==> src/rtl/adder_pkg.sv <==
// Shared definitions for the pipelined adder.
// - MODE_ADD / MODE_SUB: encodings of the sub input.
// - num_stages(): pipeline depth for a WIDTH/CHUNK pair.
// - params_legal(): WIDTH must be a nonzero multiple of CHUNK.
package adder_pkg;

  localparam logic MODE_ADD = 1'b0;
  localparam logic MODE_SUB = 1'b1;

  function automatic int unsigned num_stages(input int unsigned width, input int unsigned chunk);
    return width / chunk;
  endfunction

  function automatic bit params_legal(input int unsigned width, input int unsigned chunk);
    return (chunk != 0) && (width >= chunk) && ((width % chunk) == 0);
  endfunction

endpackage

==> src/rtl/adder_stage.sv <==
// One CHUNK-bit slice of the pipelined adder.
// Adds slice IDX of in_a/in_b plus in_carry, merges the slice result into the running sum,
// and registers everything (valid, carry, operands, sum, slice overflow) when en is high.
// Ports:
//   clk, rst              clock, synchronous active-high reset
//   en                    advance the pipeline this cycle
//   in_valid, in_carry    beat valid and carry from the previous stage
//   in_a, in_b, in_sum    full-width operands (b already inverted for subtract), partial sum
//   out_valid, out_carry  registered valid and carry out of this slice
//   out_ovf               registered carry-into-slice-MSB XOR carry-out (meaningful on last slice)
//   out_a, out_b, out_sum registered operand and partial-sum pass-through
module adder_stage #(
  parameter int unsigned WIDTH = 32,
  parameter int unsigned CHUNK = 8,
  parameter int unsigned IDX   = 0
) (
  input  logic             clk,
  input  logic             rst,
  input  logic             en,
  input  logic             in_valid,
  input  logic             in_carry,
  input  logic [WIDTH-1:0] in_a,
  input  logic [WIDTH-1:0] in_b,
  input  logic [WIDTH-1:0] in_sum,
  output logic             out_valid,
  output logic             out_carry,
  output logic             out_ovf,
  output logic [WIDTH-1:0] out_a,
  output logic [WIDTH-1:0] out_b,
  output logic [WIDTH-1:0] out_sum
);

  localparam int unsigned Lsb = IDX * CHUNK;
  localparam int unsigned Msb = Lsb + CHUNK - 1;

  logic [CHUNK:0]   slice_sum;
  logic [WIDTH-1:0] sum_d;
  logic             carry_into_msb;

  always_comb begin
    slice_sum = {1'b0, in_a[Lsb +: CHUNK]} + {1'b0, in_b[Lsb +: CHUNK]}
              + {{CHUNK{1'b0}}, in_carry};
    sum_d = in_sum;
    sum_d[Lsb +: CHUNK] = slice_sum[CHUNK-1:0];
    // Recover the carry into the slice MSB from the MSB's sum bit.
    carry_into_msb = in_a[Msb] ^ in_b[Msb] ^ slice_sum[CHUNK-1];
  end

  always_ff @(posedge clk) begin
    if (rst) begin
      out_valid <= 1'b0;
      out_carry <= 1'b0;
      out_ovf   <= 1'b0;
      out_a     <= '0;
      out_b     <= '0;
      out_sum   <= '0;
    end else if (en) begin
      // Bubbles load like data so every stage shifts in lockstep.
      out_valid <= in_valid;
      out_carry <= slice_sum[CHUNK];
      out_ovf   <= slice_sum[CHUNK] ^ carry_into_msb;
      out_a     <= in_a;
      out_b     <= in_b;
      out_sum   <= sum_d;
    end
  end

endmodule

==> src/rtl/pipelined_adder.sv <==
// Pipelined carry-chain adder/subtractor with valid/ready on both sides.
// WIDTH bits are added CHUNK bits per stage over STAGES = WIDTH/CHUNK cycles; throughput is
// one beat per cycle. The whole pipe stalls together when the output is held.
// Ports:
//   clk, rst             clock, synchronous active-high reset
//   in_valid, in_ready   input handshake (in_ready is combinational from out_ready)
//   a, b, cin, sub       operands; sub=0: a+b+cin, sub=1: a-b (cin ignored)
//   out_valid, out_ready output handshake
//   sum, cout, ovf       result, carry out of MSB, signed overflow
module pipelined_adder
  import adder_pkg::*;
#(
  parameter int unsigned WIDTH = 32,
  parameter int unsigned CHUNK = 8
) (
  input  logic             clk,
  input  logic             rst,
  input  logic             in_valid,
  output logic             in_ready,
  input  logic [WIDTH-1:0] a,
  input  logic [WIDTH-1:0] b,
  input  logic             cin,
  input  logic             sub,
  output logic             out_valid,
  input  logic             out_ready,
  output logic [WIDTH-1:0] sum,
  output logic             cout,
  output logic             ovf
);

  localparam int unsigned STAGES = num_stages(WIDTH, CHUNK);

  if (!params_legal(WIDTH, CHUNK)) begin : gen_bad_params
    $error("pipelined_adder: WIDTH must be a nonzero multiple of CHUNK");
  end

  logic                         adv;
  logic [STAGES:0]              v_pipe;
  logic [STAGES:0]              c_pipe;
  logic [STAGES-1:0]            ovf_pipe;
  logic [STAGES:0][WIDTH-1:0]   a_pipe;
  logic [STAGES:0][WIDTH-1:0]   b_pipe;
  logic [STAGES:0][WIDTH-1:0]   s_pipe;

  assign adv      = !out_valid || out_ready;
  assign in_ready = adv;

  // Stage 0 inputs: subtract is a + ~b + 1, so the mode bit becomes the carry-in.
  assign v_pipe[0] = in_valid;
  assign c_pipe[0] = (sub == MODE_SUB) ? 1'b1 : cin;
  assign a_pipe[0] = a;
  assign b_pipe[0] = (sub == MODE_SUB) ? ~b : b;
  assign s_pipe[0] = '0;

  for (genvar k = 0; k < STAGES; k++) begin : gen_stage
    adder_stage #(
      .WIDTH (WIDTH),
      .CHUNK (CHUNK),
      .IDX   (k)
    ) u_stage (
      .clk       (clk),
      .rst       (rst),
      .en        (adv),
      .in_valid  (v_pipe[k]),
      .in_carry  (c_pipe[k]),
      .in_a      (a_pipe[k]),
      .in_b      (b_pipe[k]),
      .in_sum    (s_pipe[k]),
      .out_valid (v_pipe[k+1]),
      .out_carry (c_pipe[k+1]),
      .out_ovf   (ovf_pipe[k]),
      .out_a     (a_pipe[k+1]),
      .out_b     (b_pipe[k+1]),
      .out_sum   (s_pipe[k+1])
    );
  end

  assign out_valid = v_pipe[STAGES];
  assign sum       = s_pipe[STAGES];
  assign cout      = c_pipe[STAGES];
  assign ovf       = ovf_pipe[STAGES-1];

  // Operands leaving the last stage and earlier slices' overflow flags have no consumer.
  logic unused_tail;
  assign unused_tail = ^{a_pipe[STAGES], b_pipe[STAGES], ovf_pipe};

endmodule

==> config.mk <==
export PLATFORM = sky130hd
export DESIGN_NAME = pipelined_adder
export DESIGN_NICKNAME = d
export VERILOG_FILES = /design/src/rtl/adder_pkg.sv /design/src/rtl/adder_stage.sv /design/src/rtl/pipelined_adder.sv
export SDC_FILE = /design/constraint.sdc
export NUM_CORES = 1
export LEC_CHECK = 0
export ABC_AREA = 1
export BUFFER_PORTS_ARGS = -buffer_cell sky130_fd_sc_hd__buf_2
export CORE_MARGIN = 4
export CORE_UTILIZATION = 62
export DETAILED_ROUTE_END_ITERATION = 10
export PLACE_DENSITY_LB_ADDON = 0.3
export SYNTH_ARGS = -nofsm -noshare
export SYNTH_HDL_FRONTEND = slang
export SYNTH_SLANG_ARGS = --single-unit
==> constraint.sdc <==
create_clock -name clk -period 6 [get_ports clk]
set_clock_uncertainty 0.2 [all_clocks]
set_input_delay 1.5 -clock clk [delete_from_list [all_inputs] [get_ports clk]]
set_output_delay 1.5 -clock clk [all_outputs]
set_load 0.05 [all_outputs]
# Yosys cells after proc, flatten, opt, wreduce, memory -nomap -nowiden
# Index checks and enable logic that the tools add are counted.
# classes
addsub,8
muxes,2
n_bitwise,4
n_reduce_logical,2
# op_table
op,count
adder 8 x 8 -> 9 bit,4
adder 9 x 1 -> 9 bit,4
2-to-1 mux 32 bit,1
NOT 32 bit,1
XOR 1 bit,3
logical NOT 1 bit,1
logical OR 1 bit,1
2-to-1 mux 1 bit,1
# totals
regBits,281
inputBits,70
output_inout_bits,36
elab_cells,35

# Logic depth before layout (Yosys ltp)
# logic_depth
ltp_word,4
mapped_depth,14
depth_no_buf,12

# Cells and area by module
# Synthesis repeated with hierarchy kept, for this count alone.
# unflattened
hier_cells,2188
area_unflattened_um2,16220.6
# modules_own_cells
module,instances,cells_each,area_per_inst_um2,seq_area_each_um2
adder_stage at gen_stage[0].u_stage,1,511,3911.3,1981.9
adder_stage at gen_stage[1].u_stage,1,513,3911.3,1981.9
adder_stage at gen_stage[3].u_stage,1,513,3898.7,1981.9
adder_stage at gen_stage[2].u_stage,1,511,3885.0,1981.9
pipelined_adder,1,140,614.3,0.0

# Worst setup path after synthesis
# No wires, ideal clock.
# synth_path
kind,input-to-output
start,input out_ready
end,output in_ready
arrival_ns,2.141
required_ns,4.300
slack_ns,2.159
stages,4
path_buffers,2
path_cell_list,nor2_4 > inv_4 > buf_6 > buf_2
# synth_via
elab_chain_len,1
# synth_lines
item,line_no,source
"start, declared",pipelined_adder.sv:25,"input logic out_ready,"
logical OR 1 bit,pipelined_adder.sv:45,assign adv = !out_valid || out_ready;
"end, declared",pipelined_adder.sv:19,"output logic in_ready,"
# No other way between the ends.

# Worst setup path in the final report
# Same ends and word-level chain as after synthesis.

==> flow_metrics.py <==
metrics = {
    "drt": {
        "wire_per_inst_um": 12.53,
        "drc": 0,
        "first_pass_iters": 6,
        "vias": 6864,
        "initialDrtViolationCount": 545,
        "detail-route-antenna-nets": 0,
        "wl_um": 16570,
        "vias_per_cell": 5.188,
    },
    "clock_network": {
        "clk_pin_slew_ns": 0.07,
        "cts_hold_buf": 0,
        "cts_root_buf": "clkbuf_16",
        "clock-sinks": 185,
        "numCtsBuffers": 17,
        "post_cts_resized": 0,
        "clockBufferDepth": 2,
        "cts_tree": "done",
        "clkLatencyLatePin_ns": 0.43,
        "post-cts-setup-buffers": 0,
        "htree_levels": 4,
    },
    "global_route": {
        "gr-total-overflow": 0,
        "grt_usage_pct": 22.96,
        "grt_max_degree": 96,
        "grt_antenna_before_repair": 0,
        "grt_pass1_vias": 6137,
        "grt_pass1_wl_um": 27970,
    },
    "cells_and_area": {
        "nets": 1244,
        "regArea_mm2": 0.003704,
        "area_growth_pct": 14.52,
        "multi_input_area_mm2": 0.003749,
        "final_layout_size_suffix_gt1_share_pct": 12.77,
        "fillers": 1042,
        "antenna_cells": 0,
    },
    "power": {
        "p_total_mw": 3.031,
        "leakage_nw": 4.870,
        "powerDensity_mw_per_mm2": 326.0,
        "ir_drop_mv": 0.2150,
    },
    "sta": {
        "setup_slack_ns": 1.971,
        "rsz0062_at_grt": "no",
        "setup_violations": 0,
        "tns_ns": 0,
        "worstMarginPinSlew_ns": 0.8883,
        "fmax_ghz": 0.2482,
        "drv_slew": 0,
        "fin_crit_ns": 4.029,
        "hold_viol": 0,
        "period_share_pct": 67.15,
        "maxSlewHeadroom_pct": 40.78,
    },
    "synth": {
        "synth_cell_type_count": 28,
        "synthesis.area_mm2": 0.008119,
        "synth_nets": 1176,
        "syn_area_per_cell_um2": 7.588,
        "synth_edf_count": 0,
        "synth_top_area_share_pct": 45.62,
        "synth_commonest_cells": "nor2_1, dfxtp_1, o21ai_0",
        "synth.most_common_cell": "nor2_1",
        "ys.flop_type": "dfxtp_1",
        "syn_inst": 1070,
        "yosys-top-cells-area": "dfxtp_1, nor2_1, o21ai_0",
        "synth-seq-cells": 185,
        "synth_top_area_cell": "dfxtp_1",
        "yosys_warnings": 0,
        "async_flop_share_pct": 0,
        "ys_seq_area_share_pct": 45.62,
    },
    "critical_path": {
        "path_delay_family": "buffers and inverters",
        "cp.required_ns": 4.30,
        "critical_path_class": "primary input to output pin",
        "end_kind": "output pin",
        "critPathBufInv": 3,
        "cp-start-kind": "primary input",
        "arrival_ns": 2.33,
        "worst_path_largest_cell_delay_ns": 0.35,
        "cp_max_fo": 66,
        "crit_chain": "buf_2 > nor2_4 > inv_6 > buf_2",
        "cpMostUsedCell": "buf_2",
        "slowest_stage": "buf_2",
    },
    "placement": {
        "post-dp-hpwl_um": 10520,
        "routabilityCongestion": 0.8473,
        "pre_cts_ws_ns": 1.864,
        "portBuffers": 105,
    },
    "die": {
        "die_h_um": 122.4,
        "row_count": 41,
        "dieWidth_um": 122.4,
        "die_area_mm2": 0.01499,
        "core_mm2": 0.01272,
        "io_pins": 106,
        "start_util_pct": 63.82,
    },
    "run": {
        "max_cap_violations": 0,
    },
    "outcome": {
        "outcome": "complete, no violations",
    },
    "hold_path": {
        "hold_class": "flip-flop to flip-flop",
    },
}
[worst register-to-register path, stage by stage, from the launching register on]
cell and delay (ns):
dfxtp_1 0.31, inv_1 0.09, nor2_4 0.05, inv_6 0.29, buf_4 0.64, buf_4 0.82
o21ai_0 0.18, o21bai_1 0.19, inv_1 0.07
[cells in the final DEF, fill, tap and decap left out, drive strengths merged]
master  count
nand3b      1
o21bai      8
fa          8
nand3      32
clkinv      4
nand2     101
o21ai     182
clkbuf     19
ha         28
a21oi      61
o21a        3
o211ai      2
xor2       16
buf       112
nor2      243
and2        2
dfxtp     185
xnor2      27
nand4       6
or2         5
inv       100
bufinv      6
[cells by family (layout without fill, tap and decap cells)]
group,after synthesis,in the layout,synth area share (%)
AOI/OAI and AO/OA,256,256,16.18
DFF,185,185,45.62
buffers and inverters,160,241,8.214
xor gates and xnor gates,43,43,4.639
and+or+nand+nor,390,390,19.06
adders and majority gates,36,36,6.288
[flip-flops by register name (all words and copies together) (netlist names)]
signal                       flops
gen_stage.u_stage.out_ovf        1
gen_stage.u_stage.out_a         48
gen_stage.u_stage.out_b         48
gen_stage.u_stage.out_carry      4
gen_stage.u_stage.out_valid      4
gen_stage.u_stage.out_sum       80
[final timing paths]
check,from,end,slack (ns),cells after the start
setup / recovery,out_ready,in_ready,1.97,4
hold / removal,gen_stage[0].u_stage.out_b[25],gen_stage[1].u_stage.out_b[25],0.25,2
setup reg to reg,gen_stage[3].u_stage.out_valid,gen_stage[0].u_stage.out_sum[3],3.11,8
hold reg to reg,gen_stage[0].u_stage.out_b[25],gen_stage[1].u_stage.out_b[25],0.25,2
[metal layers]
metal | share of wire (%) | routed length, um | track usage (%) | vias to the layer above
met2 | 43 | 7199 | 34.18 | 173
met4 | 1.8 | 293 | 8.048 | 0
met5 | 0 | 0 | 0 | -
li1 | - | - | - | 3566
met1 | 50 | 8278 | 33.12 | 3098
met3 | 4.8 | 803 | 4.885 | 27
[per-stage QoR]
stage | instances | hold WS, ns | util, % | cell area (um2)
final | 1323 | 0.2490 | 73.08 | 9298
after CTS | 1323 | 0.2496 | 73.08 | 9298
after detailed placement | 1291 | 0.2390 | 67.73 | 8617
after global placement | 1291 | 0.2318 | 67.73 | 8617
after global routing | 1323 | 0.2685 | 73.08 | 9298
after floorplan | 1070 | 0.2205 | - | 8119
[layout make-up]
class	count	area share [%]
multi-input cells	725	40.32
repair buffers	112	6.217
well taps	172	2.315
flip-flops and latches	185	39.83
clock buffers	19	4.764
inverters	97	3.997
clock inverters	13	2.557
[report_power, final]
group | total (mW) | switching (mW) | internal, mW
Clock | 1.27 | 0.476 | 0.798
Combinational | 0.379 | 0.240 | 0.139
Sequential | 1.38 | 0.0502 | 1.33
Total | 3.03 | 0.766 | 2.27
Power figures use the tool's default switching activity.
